--- src/rtl/vga_pixel_engine.sv ---
// VGA timing generator that fetches BPP-bit pixel indices from frame memory and maps them through a 12-bit palette.
// Sync, blanking and colour all leave through one RD_LATENCY+1 tick pipeline, so they stay aligned.
module vga_pixel_engine #(
  parameter int H_SYNC     = 96,
  parameter int H_BACK     = 48,
  parameter int H_ACTIVE   = 640,
  parameter int H_FRONT    = 16,
  parameter int V_SYNC     = 2,
  parameter int V_BACK     = 33,
  parameter int V_ACTIVE   = 480,
  parameter int V_FRONT    = 10,
  parameter int CLK_DIV    = 2,
  parameter int BPP        = 2,
  parameter int ADDR_W     = 19,
  parameter int RD_LATENCY = 1,
  parameter bit SYNC_POL   = 1'b0
) (
  input  logic              clock,
  input  logic              reset,
  input  logic              pal_we,
  input  logic [BPP-1:0]    pal_addr,
  input  logic [11:0]       pal_data,
  output logic              rd_en,
  output logic [ADDR_W-1:0] rd_addr,
  input  logic [BPP-1:0]    rd_data,
  output logic              hSync,
  output logic              vSync,
  output logic [11:0]       component,
  output logic              frame_start
);
  localparam int HT    = H_SYNC + H_BACK + H_ACTIVE + H_FRONT;
  localparam int VT    = V_SYNC + V_BACK + V_ACTIVE + V_FRONT;
  localparam int HW    = $clog2(HT + 1);
  localparam int VW    = $clog2(VT + 1);
  localparam int DW    = $clog2(CLK_DIV + 1);
  localparam int DLY   = RD_LATENCY + 1;
  localparam int PAL_N = 1 << BPP;

  localparam logic [DW-1:0]     DIV_LAST  = DW'(CLK_DIV - 1);
  localparam logic [HW-1:0]     H_LAST    = HW'(HT - 1);
  localparam logic [HW-1:0]     H_SYNC_E  = HW'(H_SYNC);
  localparam logic [HW-1:0]     H_ACT_BEG = HW'(H_SYNC + H_BACK);
  localparam logic [HW-1:0]     H_ACT_END = HW'(H_SYNC + H_BACK + H_ACTIVE);
  localparam logic [VW-1:0]     V_LAST    = VW'(VT - 1);
  localparam logic [VW-1:0]     V_SYNC_E  = VW'(V_SYNC);
  localparam logic [VW-1:0]     V_ACT_BEG = VW'(V_SYNC + V_BACK);
  localparam logic [VW-1:0]     V_ACT_END = VW'(V_SYNC + V_BACK + V_ACTIVE);
  localparam logic [ADDR_W-1:0] ADDR_LAST = ADDR_W'(H_ACTIVE * V_ACTIVE - 1);

  logic [DW-1:0]     div_cnt;
  logic              tick;
  logic [HW-1:0]     h_cnt;
  logic [VW-1:0]     v_cnt;
  logic [ADDR_W-1:0] addr_cnt;
  logic              h_wrap, v_wrap, active;
  logic              hs_raw, vs_raw, fs_raw;
  logic [DLY-1:0]    act_dly, hs_dly, vs_dly, fs_dly;
  logic [BPP-1:0]    pix_idx;
  logic [11:0]       palette [PAL_N];

  assign tick   = (div_cnt == DIV_LAST);
  assign h_wrap = (h_cnt == H_LAST);
  assign v_wrap = (v_cnt == V_LAST);
  assign active = (h_cnt >= H_ACT_BEG) && (h_cnt < H_ACT_END) &&
                  (v_cnt >= V_ACT_BEG) && (v_cnt < V_ACT_END);
  assign hs_raw = (h_cnt < H_SYNC_E);
  assign vs_raw = (v_cnt < V_SYNC_E);
  assign fs_raw = (h_cnt == H_ACT_BEG) && (v_cnt == V_ACT_BEG);

  always_ff @(posedge clock or negedge reset) begin
    if (!reset) begin
      div_cnt  <= '0;
      h_cnt    <= '0;
      v_cnt    <= '0;
      addr_cnt <= '0;
      rd_en    <= 1'b0;
      rd_addr  <= '0;
    end else begin
      div_cnt <= tick ? '0 : div_cnt + 1'b1;
      rd_en   <= tick && active;
      if (tick) begin
        h_cnt <= h_wrap ? '0 : h_cnt + 1'b1;
        if (h_wrap) v_cnt <= v_wrap ? '0 : v_cnt + 1'b1;
        // frame end wins over the per-request increment so every frame restarts at address 0
        if (h_wrap && v_wrap)
          addr_cnt <= '0;
        else if (active)
          addr_cnt <= (addr_cnt == ADDR_LAST) ? '0 : addr_cnt + 1'b1;
        if (active) rd_addr <= addr_cnt;
      end
    end
  end

  // Delay line resets to "not in sync", so nothing pulses until real timing reaches the outputs.
  always_ff @(posedge clock or negedge reset) begin
    if (!reset) begin
      act_dly     <= '0;
      hs_dly      <= '0;
      vs_dly      <= '0;
      fs_dly      <= '0;
      pix_idx     <= '0;
      component   <= 12'h000;
      hSync       <= ~SYNC_POL;
      vSync       <= ~SYNC_POL;
      frame_start <= 1'b0;
    end else begin
      frame_start <= tick && fs_dly[DLY-1];
      if (tick) begin
        act_dly   <= {act_dly[DLY-2:0], active};
        hs_dly    <= {hs_dly[DLY-2:0], hs_raw};
        vs_dly    <= {vs_dly[DLY-2:0], vs_raw};
        fs_dly    <= {fs_dly[DLY-2:0], fs_raw};
        pix_idx   <= rd_data;
        component <= act_dly[DLY-1] ? palette[pix_idx] : 12'h000;
        hSync     <= hs_dly[DLY-1] ? SYNC_POL : ~SYNC_POL;
        vSync     <= vs_dly[DLY-1] ? SYNC_POL : ~SYNC_POL;
      end
    end
  end

  // Writes land on the edge; a lookup on that same edge still sees the previous colour.
  always_ff @(posedge clock or negedge reset) begin
    if (!reset) begin
      for (int i = 0; i < PAL_N; i++)
        palette[i] <= (i == 0) ? 12'h000 : 12'hFFF;
    end else if (pal_we) begin
      palette[pal_addr] <= pal_data;
    end
  end
endmodule

--- config.mk ---
export PLATFORM = sky130hd
export DESIGN_NAME = vga_pixel_engine
export DESIGN_NICKNAME = d
export VERILOG_FILES = /design/src/rtl/vga_pixel_engine.sv
export SDC_FILE = /design/constraint.sdc
export NUM_CORES = 1
export LEC_CHECK = 0
export ABC_AREA = 1
export CAP_MARGIN = 25
export CORE_MARGIN = 5
export CORE_UTILIZATION = 58
export DETAILED_ROUTE_END_ITERATION = 10
export HOLD_SLACK_MARGIN = 0.15
export PLACE_DENSITY_LB_ADDON = 0.05
export SLEW_MARGIN = 20
export SYNTH_ARGS = -nofsm -noshare
export SYNTH_HDL_FRONTEND = slang
export SYNTH_SLANG_ARGS = --single-unit
--- constraint.sdc ---
create_clock -name clock -period 2.1 [get_ports clock]
set_clock_uncertainty 0.15 [all_clocks]
set_input_delay 0.42 -clock clock [delete_from_list [all_inputs] [get_ports clock]]
set_output_delay 0.42 -clock clock [all_outputs]
set_load 0.03 [all_outputs]
# ---- After elaboration in Yosys (flattened, before gate mapping)
# Cells that the tools add are included.
# Widths: inputs -> output; s select.
dict set report word_totals {
  latch_bits 0
  mem_count 0
  out_inout_bits 35
  mem_bits_rw 0
  word_cells 67
  inputBits 19
  regBits 134
  mem_bits_ro 0
}
dict set report classes {
  reduce_logical 12
  shifts 0
  n_lt_le_gt_ge 9
  div 0
  n_eq_ne 6
  addsub 4
  n_bitwise 2
  n_mul 0
  n_mux 15
}
# op n
set op_table {}
lappend op_table {{$mux 19} 3}
lappend op_table {{$bwmux 48} 1}
lappend op_table {{$mux 12} 4}
lappend op_table {{$bmux 12 s2} 1}
lappend op_table {{$demux 12 s2} 1}
lappend op_table {{$add 10x1->10 const B} 2}
lappend op_table {{$eq 10x10->1 const B} 2}
lappend op_table {{$lt 10x10->1 const B} 2}
lappend op_table {{$mux 10} 2}
lappend op_table {{$add 19x1->19 const B} 1}
lappend op_table {{$eq 19x19->1 const B} 1}
lappend op_table {{$eq 10x6->1 const B} 1}
lappend op_table {{$eq 10x8->1 const B} 1}
lappend op_table {{$ge 10x6->1 const B} 1}
lappend op_table {{$ge 10x8->1 const B} 1}
lappend op_table {{$lt 10x2->1 const B} 1}
lappend op_table {{$lt 10x7->1 const B} 1}
lappend op_table {{$logic_and 1x1->1} 8}
lappend op_table {{$ge 3x3->1 const B} 2}
lappend op_table {{$not 2->3} 2}
lappend op_table {{$reduce_and 2->1} 3}
lappend op_table {{$lt 3x1->1 const B} 1}
lappend op_table {{$add 2x1->2 const B} 1}
lappend op_table {{$eq 2x1->1 const B} 1}
lappend op_table {{3 further kinds} 4}

# ---- Logic depth before layout (Yosys ltp)
# Gate-level depths: netlist (run 1).
dict set report logic_depth {
  ltp_word 6
  depth_mapped 11
  ltp_nobuf 10
}

# ---- Worst setup path after synthesis (run 1)
# Ideal clock, no wire load.
dict set report synth_timing {
  path_kind {flip-flop to flip-flop}
  startpoint {register v_cnt[0]}
  endpoint {register rd_addr[10]}
  synth_period_minus_slack_ns 1.751
  setup_ns 0.117
  slack_ns 0.349
  required_ns 1.833
  t_arrival_ns 1.484
  stages_incl_launch_ff 10
  n_path_buf 2
  cell_sequence {dfrtp_1 > ha_1 > inv_1 > nand3_1 > o21ai_2 > nand4_4 > buf_6 > buf_6 > nand2_1 > nand2_1}
}
dict set report synth_via {
  elab_chain_len 4
  word_cells_on_any_way 5
  classes_between {2 x order compare; 3 x reduce/logical}
}
# item line
set synth_rtl {}
lappend synth_rtl {{from (decl)} 53} ;# logic [VW-1:0] v_cnt;
lappend synth_rtl {{from (signal assigned)} 83} ;# if (h_wrap) v_cnt <= v_wrap ? '0 : v_cnt + 1'b1;
lappend synth_rtl {{$ge 10x6->1} 65} ;# (v_cnt >= V_ACT_BEG) && (v_cnt < V_ACT_END);
lappend synth_rtl {{$logic_and 1x1->1} 64} ;# assign active = (h_cnt >= H_ACT_BEG) && (h_cnt < H_ACT_END) &&
lappend synth_rtl {{$logic_and 1x1->1 *} 65}
lappend synth_rtl {{$reduce_and 2->1 (no source line) *} -}
lappend synth_rtl {{to (signal assigned)} 89} ;# if (active) rd_addr <= addr_cnt;
lappend synth_rtl {{to (decl)} 24} ;# output logic [ADDR_W-1:0] rd_addr,
# Mark *: on every way between the ends. The rest lies on a longest branch, timed or not.
# A chain may end at the register's enable or synchronous reset.

# ---- Worst setup path in the final report (run 1)
dict set report layout_timing {
  startpoint {register component[8]}
  endpoint {output component[8]}
}
# item line
set layout_rtl {}
lappend layout_rtl {{from (decl)} 28} ;# output logic [11:0] component,
lappend layout_rtl {{from (signal assigned)} 114} ;# component <= act_dly[DLY-1] ? palette[pix_idx] : 12'h000;
# No word-level cell between the ends.

==> results.py, run 1 <==
metrics = {
    "outcome": {
        "status": "completed",
    },
    "drt": {
        "wl_per_cell_um": 15.1,
        "drt_pass1_iterations": 5,
        "drc": 0,
        "ant_nets": 0,
        "drt_iter0_markers": 523,
        "routed_wl_um": 15600,
        "route.vias.total": 5645,
        "routed_via_density": 5.46,
    },
    "floorplan": {
        "io_pins": 54,
        "die-area_um2": 13500,
        "fp.coreArea_um2": 10900,
        "die_h_um": 116,
        "rows": 38,
        "start_util_pct": 59.9,
        "die_w_um": 116,
    },
    "timing": {
        "fin_crit_ps": 2070,
        "setup_ws_ps": 30.7,
        "relSlewSlack_pct": 65.8,
        "finalHoldViolations": 0,
        "fmax_mhz": 483,
        "timing_worst_slew_pin_value_ps": 509,
        "rsz0062_at_grt": "true",
        "setup_viol": 0,
        "slew_viol_final": 0,
        "min_period_over_period_pct": 98.5,
    },
    "power": {
        "switchingPower_mw": 1.37,
        "p_leak_nw": 3.79,
        "pwr-share-seq_pct": 48.4,
        "max-vdd-ir-drop_mv": 0.686,
        "intPower_mw": 4.60,
        "clkPwrFrac_pct": 45.5,
        "cellPowerDensity_nw_per_um2": 758,
        "pwr-share-comb_pct": 6.1,
        "swShare_pct": 23.0,
    },
    "logic_synthesis": {
        "synth_nets": 838,
        "ys_seq_elements": 134,
        "synth_cell_types": 37,
        "avgSynthCellArea_um2": 8.05,
        "netlist_area_um2": 6550,
        "yosysSeqAreaShare_pct": 51.9,
        "yosys_warnings": 0,
        "netlist_instances": 814,
    },
    "worst_setup_path": {
        "critPathArrivalTime_ps": 1500,
        "crit_buf_inv": 1,
        "r2r_cells": 8,
        "critical_path.top_delay_family": "buffers and inverters",
        "cp_data_required_time_ps": 1530,
        "end_kind": "output pin",
        "crit_type": "flip-flop to output pin",
        "worstPathCellList": "clkdlybuf4s50_1",
        "crit_slowest_cell": "clkdlybuf4s50_1",
        "critical_path.max_fanout": 2,
        "path_depth": 1,
        "start_kind": "flip-flop",
        "crit_path_max_incr_delay_ps": 690,
    },
    "global_route": {
        "grt_max_degree": 49,
        "grt_usage_pct": 25.0,
        "antenna_found_initial": 0,
        "grt_overflow": 0,
        "grt_pass1_wl_um": 26400,
        "grt_pass1_vias": 5514,
    },
    "placement": {
        "gp_congestion": 0.944,
        "post-dp-hpwl_um": 10800,
        "dp.cells": 999,
        "dp_slack_ps": 147,
        "port_buffers": 53,
    },
    "final_layout": {
        "n_antenna_cell": 0,
        "layout.nets": 904,
        "syn_to_final_growth_pct": 20.2,
        "fill_cells": 870,
        "fin_cells": 1033,
        "fin_util_pct": 72.0,
        "drive_gt1_share_pct": 12.9,
    },
    "cts": {
        "cts_tree": "built",
        "clock_latency_ps": 420,
        "path_clk_slew_ps": 60,
        "clock-sinks": 134,
        "h-tree-depth": 4,
        "cts_root_buf": "clkbuf_16",
        "clockBufferDepth": 2,
        "numCtsBuffers": 17,
    },
    "flow_run": {
        "drv_cap": 0,
    },
    "worst_hold_path": {
        "min_path_type": "flip-flop to flip-flop",
        "hold_depth": 1,
    },
}
## power by group through the flow
| stage | Combinational (mW) | Sequential, mW | Clock (mW) |
|---|---|---|---|
| after floorplan | 0.206 | 2.91 | 0 |
| after global placement | 0.347 | 2.92 | 0 |
| after detailed placement | 0.365 | 2.93 | 0 |
| after CTS | 0.370 | 2.89 | 2.76 |
| after global routing | 0.424 | 2.91 | 2.88 |
| final | 0.364 | 2.89 | 2.72 |
## state kept, by name (all words and copies together), names as in the netlist
| signal | cells |
|---|---|
| palette | 48 |
| hs_dly | 2 |
| act_dly | 2 |
| addr_cnt | 19 |
| v_cnt | 10 |
| vs_dly | 2 |
| fs_dly | 2 |
| h_cnt | 10 |
| component | 12 |
| div_cnt | 2 |
| pix_idx | 2 |
| vSync | 1 |
| rd_en | 1 |
| hSync | 1 |
| rd_addr | 19 |
| frame_start | 1 |
## per-layer routing
layer	GRT usage [%]	wire length, um
met1	35.4	7160
met2	38.1	7290
met3	6.06	975
met4	8.66	214
met5	0	0
## worst register-to-register path: stages (launching register included)
cell and delay, ps:
dfrtp_1 410, ha_1 210, inv_1 130, nand3_1 120, o21ai_2 180, nand4_4 230, inv_1 320, nand2_1 110
nand2_1 70
## final timing paths
| kind | start | end | slack, ps |
|---|---|---|---|
| setup / recovery | component[8] | component[8] | 30 |
| hold / removal | div_cnt[0] | div_cnt[0] | 290 |
| setup reg to reg | v_cnt[1] | rd_addr[7] | 110 |
| hold reg to reg | div_cnt[0] | div_cnt[0] | 290 |
| max in group asynchronous | reset | vSync | 840 |
| min in group asynchronous | reset | h_cnt[7] | 320 |
## placed cells by master (no fill, tap or decap), types with 3 or more instances in the layout
cell / synthesis / layout
nor2_1: 86 / 86
nor3_2: 3 / 3
nand2_2: 3 / 3
nor2_4: 4 / 4
nand2_1: 243 / 243
clkbuf_1: 19 / 5
xnor2_1: 7 / 7
nor2_2: 4 / 4
xor2_1: 10 / 10
clkdlybuf4s50_1: 0 / 46
ha_1: 5 / 4
inv_1: 65 / 65
clkinv_2: 0 / 5
dfrtp_1: 96 / 96
nor3_1: 8 / 8
clkbuf_16: 0 / 19
nand3_1: 59 / 59
buf_4: 2 / 25
o22ai_1: 12 / 12
dlymetal6s2s_1: 0 / 4
nand4_1: 15 / 15
o21ai_0: 105 / 105
dfstp_2: 38 / 38
## metrics by stage
step | instance area [um^2] | total power [mW] | hold WS, ps | setup TNS [ps]
6_report | 7880 | 5.97 | 293 | 0
5_1_grt | 7880 | 6.21 | 328 | -264
4_1_cts | 7850 | 6.02 | 292 | 0
3_5_place_dp | 7300 | 3.29 | 223 | 0
3_3_place_gp | 7300 | 3.27 | 213 | 0
2_1_floorplan | 6550 | 3.12 | -25.6 | 0
## cell families after synthesis
| logic type | after synthesis | synth area share (%) |
|---|---|---|
| simple gates | 435 | 28.6 |
| compound gates | 123 | 9.80 |
| fa+ha+maj | 5 | 0.955 |
| xor+xnor | 17 | 2.27 |
| buf+inv | 100 | 6.43 |
| flops | 134 | 51.9 |
## repair_timing
item	in CTS	in global routing
hold buffers	1	0
setup buffers	0	1
gates resized for setup	2	6
hold endpoints to repair	47	0
cloned	0	0
setup endpoints to repair	2	10
pin swaps	0	0
## Yosys cell counts, drive strengths merged
library cell    n  area, um^2
o32ai           1        8.76
xor2           10        87.6
and2            1        6.26
nand2         247         942
ha              5        62.6
nor4            1        6.26
nor3           11        70.1
dfrtp          96        2400
inv            66         248
nor2           94         393
o21ai         107         539
buf            14        97.6
nor3b           1        7.51
o22ai          12        75.1
nand3b          2        15.0
xnor2           7        61.3
clkbuf         20        76.3
nand3          61         315
dfstp          38         998
nand4          16         115
a21oi           3        18.8
and3            1        6.26
## layout make-up
class | instances | area, um^2 | area share [%]
clock buffer | 24 | 494 | 6.27
timing repair buffer | 81 | 777 | 9.86
tap | 140 | 175 | 2.22
inverter | 66 | 248 | 3.14
multi-input combinational | 580 | 2730 | 34.7
clock inverter | 8 | 50.0 | 0.635
sequential | 134 | 3400 | 43.2
Power figures use the tool's default switching activity.
==> inputs of run 2 (changes only) <==
Settings changed: PLACE_DENSITY set to 0.76, PLACE_DENSITY_LB_ADDON 0.05 to unset.
==> results.py, run 2 (same netlist as run 1, synthesis figures left out) <==
metrics = {
    "outcome": {
        "status": "completed",
    },
    "drt": {
        "ant_nets": 0,
        "routed_wl_um": 15500,
        "top_layer": "met4",
        "drt_iter0_markers": 603,
        "drt_pass1_iterations": 5,
        "met3RoutedLength_um": 1010,
        "route.vias.total": 5696,
        "met2_length_um": 7170,
        "routed_via_density": 5.53,
        "m1WireLength_um": 7000,
        "drc": 0,
        "wl_per_cell_um": 15.0,
    },
    "placement": {
        "post-dp-hpwl_um": 10400,
        "dp.cells": 997,
        "port_buffers": 53,
        "gp_congestion": 0.907,
    },
    "power": {
        "p_leak_nw": 3.78,
        "intPower_mw": 4.87,
        "clkPwrFrac_pct": 48.4,
        "max-vdd-ir-drop_mv": 0.711,
        "cellPowerDensity_nw_per_um2": 799,
        "pwr-share-seq_pct": 45.7,
        "pwr-share-comb_pct": 5.8,
        "power.total_mw": 6.33,
        "switchingPower_mw": 1.46,
        "swShare_pct": 23.1,
    },
    "floorplan": {
        "die_w_um": 116,
        "fp.coreArea_um2": 10900,
        "rows": 38,
        "io_pins": 54,
        "die-area_um2": 13500,
        "die_h_um": 116,
        "start_util_pct": 59.9,
    },
    "final_layout": {
        "layout.nets": 901,
        "fin_util_pct": 72.4,
        "largest_register": "palette",
        "fin_cells": 1030,
        "final_cell_mix": "nand2_1, o21ai_0, dfrtp_1",
        "reg_top3": "palette: 48 flops, addr_cnt: 19 flops, rd_addr: 19 flops",
        "syn_to_final_growth_pct": 20.8,
        "layout_commonest_cell": "nand2_1",
        "largest_reg_flops": 48,
        "n_antenna_cell": 0,
        "drive_gt1_share_pct": 13.0,
    },
    "timing": {
        "slew_viol_final": 0,
        "whs_ps": 304,
        "relSlewSlack_pct": 68.1,
        "setup_viol": 0,
        "fin_crit_ps": 2090,
        "fin_tns_setup_ps": 0,
        "rsz0062_at_grt": "false",
        "timing_worst_slew_pin_value_ps": 478,
        "min_period_over_period_pct": 99.6,
        "fmax_mhz": 478,
        "finalHoldViolations": 0,
    },
    "cts": {
        "clock_latency_ps": 420,
        "clockBufferDepth": 2,
        "clock-sinks": 134,
        "numCtsBuffers": 17,
        "cts_root_buf": "clkbuf_16",
        "path_clk_slew_ps": 60,
        "cts_tree": "built",
        "h-tree-depth": 4,
    },
    "flow_run": {
        "drv_cap": 0,
    },
    "worst_setup_path": {
        "end_kind": "output pin",
        "crit_slowest_cell": "clkdlybuf4s50_1",
        "crit_type": "flip-flop to output pin",
        "r2r_cells": 8,
        "critical_path.max_fanout": 2,
        "worstPathCellList": "clkdlybuf4s50_1",
        "crit_buf_inv": 1,
        "crit_path_max_incr_delay_ps": 700,
        "critPathArrivalTime_ps": 1520,
        "critical_path.top_delay_family": "buffers and inverters",
        "path_depth": 1,
        "start_kind": "flip-flop",
        "cp_data_required_time_ps": 1530,
    },
    "global_route": {
        "antenna_found_initial": 0,
        "grt_usage_pct": 24.9,
        "grt_overflow": 0,
        "grt_pass1_vias": 5507,
        "grt_max_degree": 57,
        "grt_pass1_wl_um": 26500,
    },
    "worst_hold_path": {
        "hold_depth": 1,
        "min_path_type": "flip-flop to flip-flop",
    },
}
-- run 2: path summary, 6_finish.rpt --
path | from | endpoint | slack (ps)
worst max-delay path | component[5] | component[5] | 9
worst min-delay path | hs_dly[1] | hSync | 300
worst max register to register | v_cnt[0] | rd_addr[14] | 140
worst min register to register | hs_dly[1] | hSync | 300
max in group asynchronous | reset | palette[14] | 920
min in group asynchronous | reset | fs_dly[1] | 400
-- run 2: final cells by class --
| class | count | area (um^2) |
|---|---|---|
| Fill cell | 853 | 3020 |
| Inverter | 66 | 248 |
| Clock inverter | 14 | 174 |
| Multi-Input combinational cell | 580 | 2730 |
| Tap cell | 140 | 175 |
| Timing Repair Buffer | 78 | 748 |
| Clock buffer | 18 | 439 |
| Sequential cell | 134 | 3400 |
-- run 2: metal layers --
metal  track usage, %  up-vias
met5                0        -
met4             9.98        0
met3             5.34       25
met2             38.4      200
met1             34.6     2711
li1                 -     2760
-- run 2: repair_timing --
| item | in CTS | in global routing |
|---|---|---|
| hold buffers | 1 | 0 |
| setup buffers | 0 | 0 |
| gates cloned | 0 | 0 |
| endpoints found under the setup margin | 2 | 3 |
| hold endpoints to repair | 108 | 0 |
| gates resized for setup | 2 | 3 |
-- run 2: per-stage QoR --
step,instance area (um^2),setup slack [ps]
after floorplan,6550,349
after global placement,7290,265
after detailed placement,7290,171
after CTS,7910,4.85
after global routing,7920,3.38
final,7920,8.70
-- run 2: power by group through the flow --
| stage | Sequential (mW) | Combinational, mW | Clock (mW) |
|---|---|---|---|
| floorplan | 2.91 | 0.206 | 0 |
| global placement | 2.92 | 0.349 | 0 |
| detailed placement | 2.93 | 0.368 | 0 |
| CTS | 2.89 | 0.373 | 3.10 |
| global route | 2.91 | 0.425 | 3.23 |
| finish | 2.89 | 0.369 | 3.07 |
==> inputs of run 3 (changes only) <==
Settings changed: GPL_ROUTABILITY_DRIVEN set to 0.
==> results.py, run 3 (same netlist as run 1, synthesis figures left out) <==
metrics = {
    "power": {
        "switchingPower_mw": 1.35,
        "pwr-share-comb_pct": 5.7,
        "swShare_pct": 21.0,
        "pwr-share-seq_pct": 44.9,
        "p_leak_nw": 3.75,
        "clkPwrFrac_pct": 49.4,
        "intPower_mw": 5.10,
        "max-vdd-ir-drop_mv": 0.612,
        "cellPowerDensity_nw_per_um2": 812,
    },
    "drt": {
        "routed_wl_um": 15100,
        "drt_pass1_iterations": 5,
        "ant_nets": 0,
        "drt_iter0_markers": 562,
        "routed_via_density": 5.44,
        "route.vias.total": 5591,
        "drc": 0,
        "wl_per_cell_um": 14.7,
    },
    "worst_setup_path": {
        "cp_data_required_time_ps": 1530,
        "critical_path.top_delay_family": "buffers and inverters",
        "critPathArrivalTime_ps": 1490,
        "critical_path.max_fanout": 2,
        "crit_type": "flip-flop to output pin",
        "crit_slowest_cell": "clkdlybuf4s50_1",
        "start_kind": "flip-flop",
        "crit_buf_inv": 1,
        "worstPathCellList": "clkdlybuf4s50_1",
        "crit_path_max_incr_delay_ps": 690,
        "end_kind": "output pin",
    },
    "final_layout": {
        "fin_util_pct": 72.7,
        "fill_cells": 827,
        "final_cell_mix": "nand2_1, o21ai_0, dfrtp_1",
        "reg_top3": "palette: 48 flops, addr_cnt: 19 flops, rd_addr: 19 flops",
        "layout_commonest_cell": "nand2_1",
        "syn_to_final_growth_pct": 21.3,
        "layout.nets": 898,
        "largest_register": "palette",
        "multiInputGateArea_um2": 2730,
        "drive_gt1_share_pct": 12.7,
        "largest_reg_flops": 48,
        "fin_cells": 1027,
        "n_antenna_cell": 0,
        "regArea_um2": 3400,
    },
    "timing": {
        "timing_worst_slew_pin_value_ps": 471,
        "fin_crit_ps": 2060,
        "fin_tns_setup_ps": 0,
        "setup_viol": 0,
        "setup_ws_ps": 39.5,
        "relSlewSlack_pct": 68.4,
        "finalHoldViolations": 0,
        "slew_viol_final": 0,
        "fmax_mhz": 485,
        "rsz0062_at_grt": "false",
        "min_period_over_period_pct": 98.1,
    },
    "floorplan": {
        "die_w_um": 116,
        "start_util_pct": 59.9,
        "die-area_um2": 13500,
        "fp.coreArea_um2": 10900,
        "die_h_um": 116,
        "rows": 38,
        "io_pins": 54,
    },
    "cts": {
        "clock-sinks": 134,
        "cts_setup_buffers": 0,
        "clockBufferDepth": 2,
        "clock_latency_ps": 410,
        "cts_root_buf": "clkbuf_16",
        "cts_tree": "built",
        "path_clk_slew_ps": 60,
        "h-tree-depth": 4,
        "numCtsBuffers": 17,
    },
    "placement": {
        "dp_slack_ps": 190,
        "dp.cells": 994,
        "port_buffers": 53,
        "post-dp-hpwl_um": 10300,
    },
    "worst_hold_path": {
        "min_path_type": "flip-flop to flip-flop",
    },
    "global_route": {
        "antenna_found_initial": 0,
        "grt_pass1_vias": 5448,
        "grt_pass1_wl_um": 26000,
        "grt_max_degree": 42,
        "grt_usage_pct": 24.3,
        "grt_overflow": 0,
    },
    "outcome": {
        "status": "completed",
    },
    "flow_run": {
        "drv_cap": 0,
    },
}
-- run 3: final cells by class --
class	instances	area share, %
sequential	134	42.8
multi-input combinational	580	34.4
clock buffer	24	6.31
clock inverter	8	1.80
inverter	66	3.17
tap	140	2.20
timing repair buffer	75	9.32
-- run 3: path summary, 6_finish.rpt --
kind,cells after the start,slack (ps),endpoint,startpoint
min in group asynchronous,2,350,fs_dly[0],reset
worst max-delay path,1,40,component[8],component[8]
worst min register to register,1,300,div_cnt[1],div_cnt[0]
worst max register to register,8,160,rd_addr[0],v_cnt[0]
worst min-delay path,1,300,div_cnt[1],div_cnt[0]
max in group asynchronous,3,820,palette[5],reset
-- run 3: routing by layer --
metal	GRT usage, %	up-vias	wire length, um
li1	-	2750	-
met1	33.3	2654	6800
met2	37.8	167	7150
met3	6.22	20	911
met4	8.89	0	221
met5	0	-	0
-- run 3: repair_timing --
item | CTS | global route
hold buffers | 1 | 0
hold endpoints to repair | 27 | 0
pin swaps | 0 | 0
gates resized for setup | 2 | 5
setup endpoints to repair | 2 | 3
-- run 3: stage by stage --
step                total power, mW  hold WS (ps)  cell area, um^2
global placement               3.28           235             7280
detailed placement             3.30           242             7280
floorplan                      3.12         -25.6             6550
CTS                            6.49           307             7930
finish                         6.45           300             7950
global route                   6.69           334             7950
-- run 3: power groups by stage --
stage	logic [mW]	registers, mW	clock network (mW)
finish	0.367	2.89	3.19
global route	0.426	2.91	3.35
CTS	0.373	2.89	3.22
detailed placement	0.366	2.93	0
global placement	0.354	2.92	0
floorplan	0.206	2.91	0
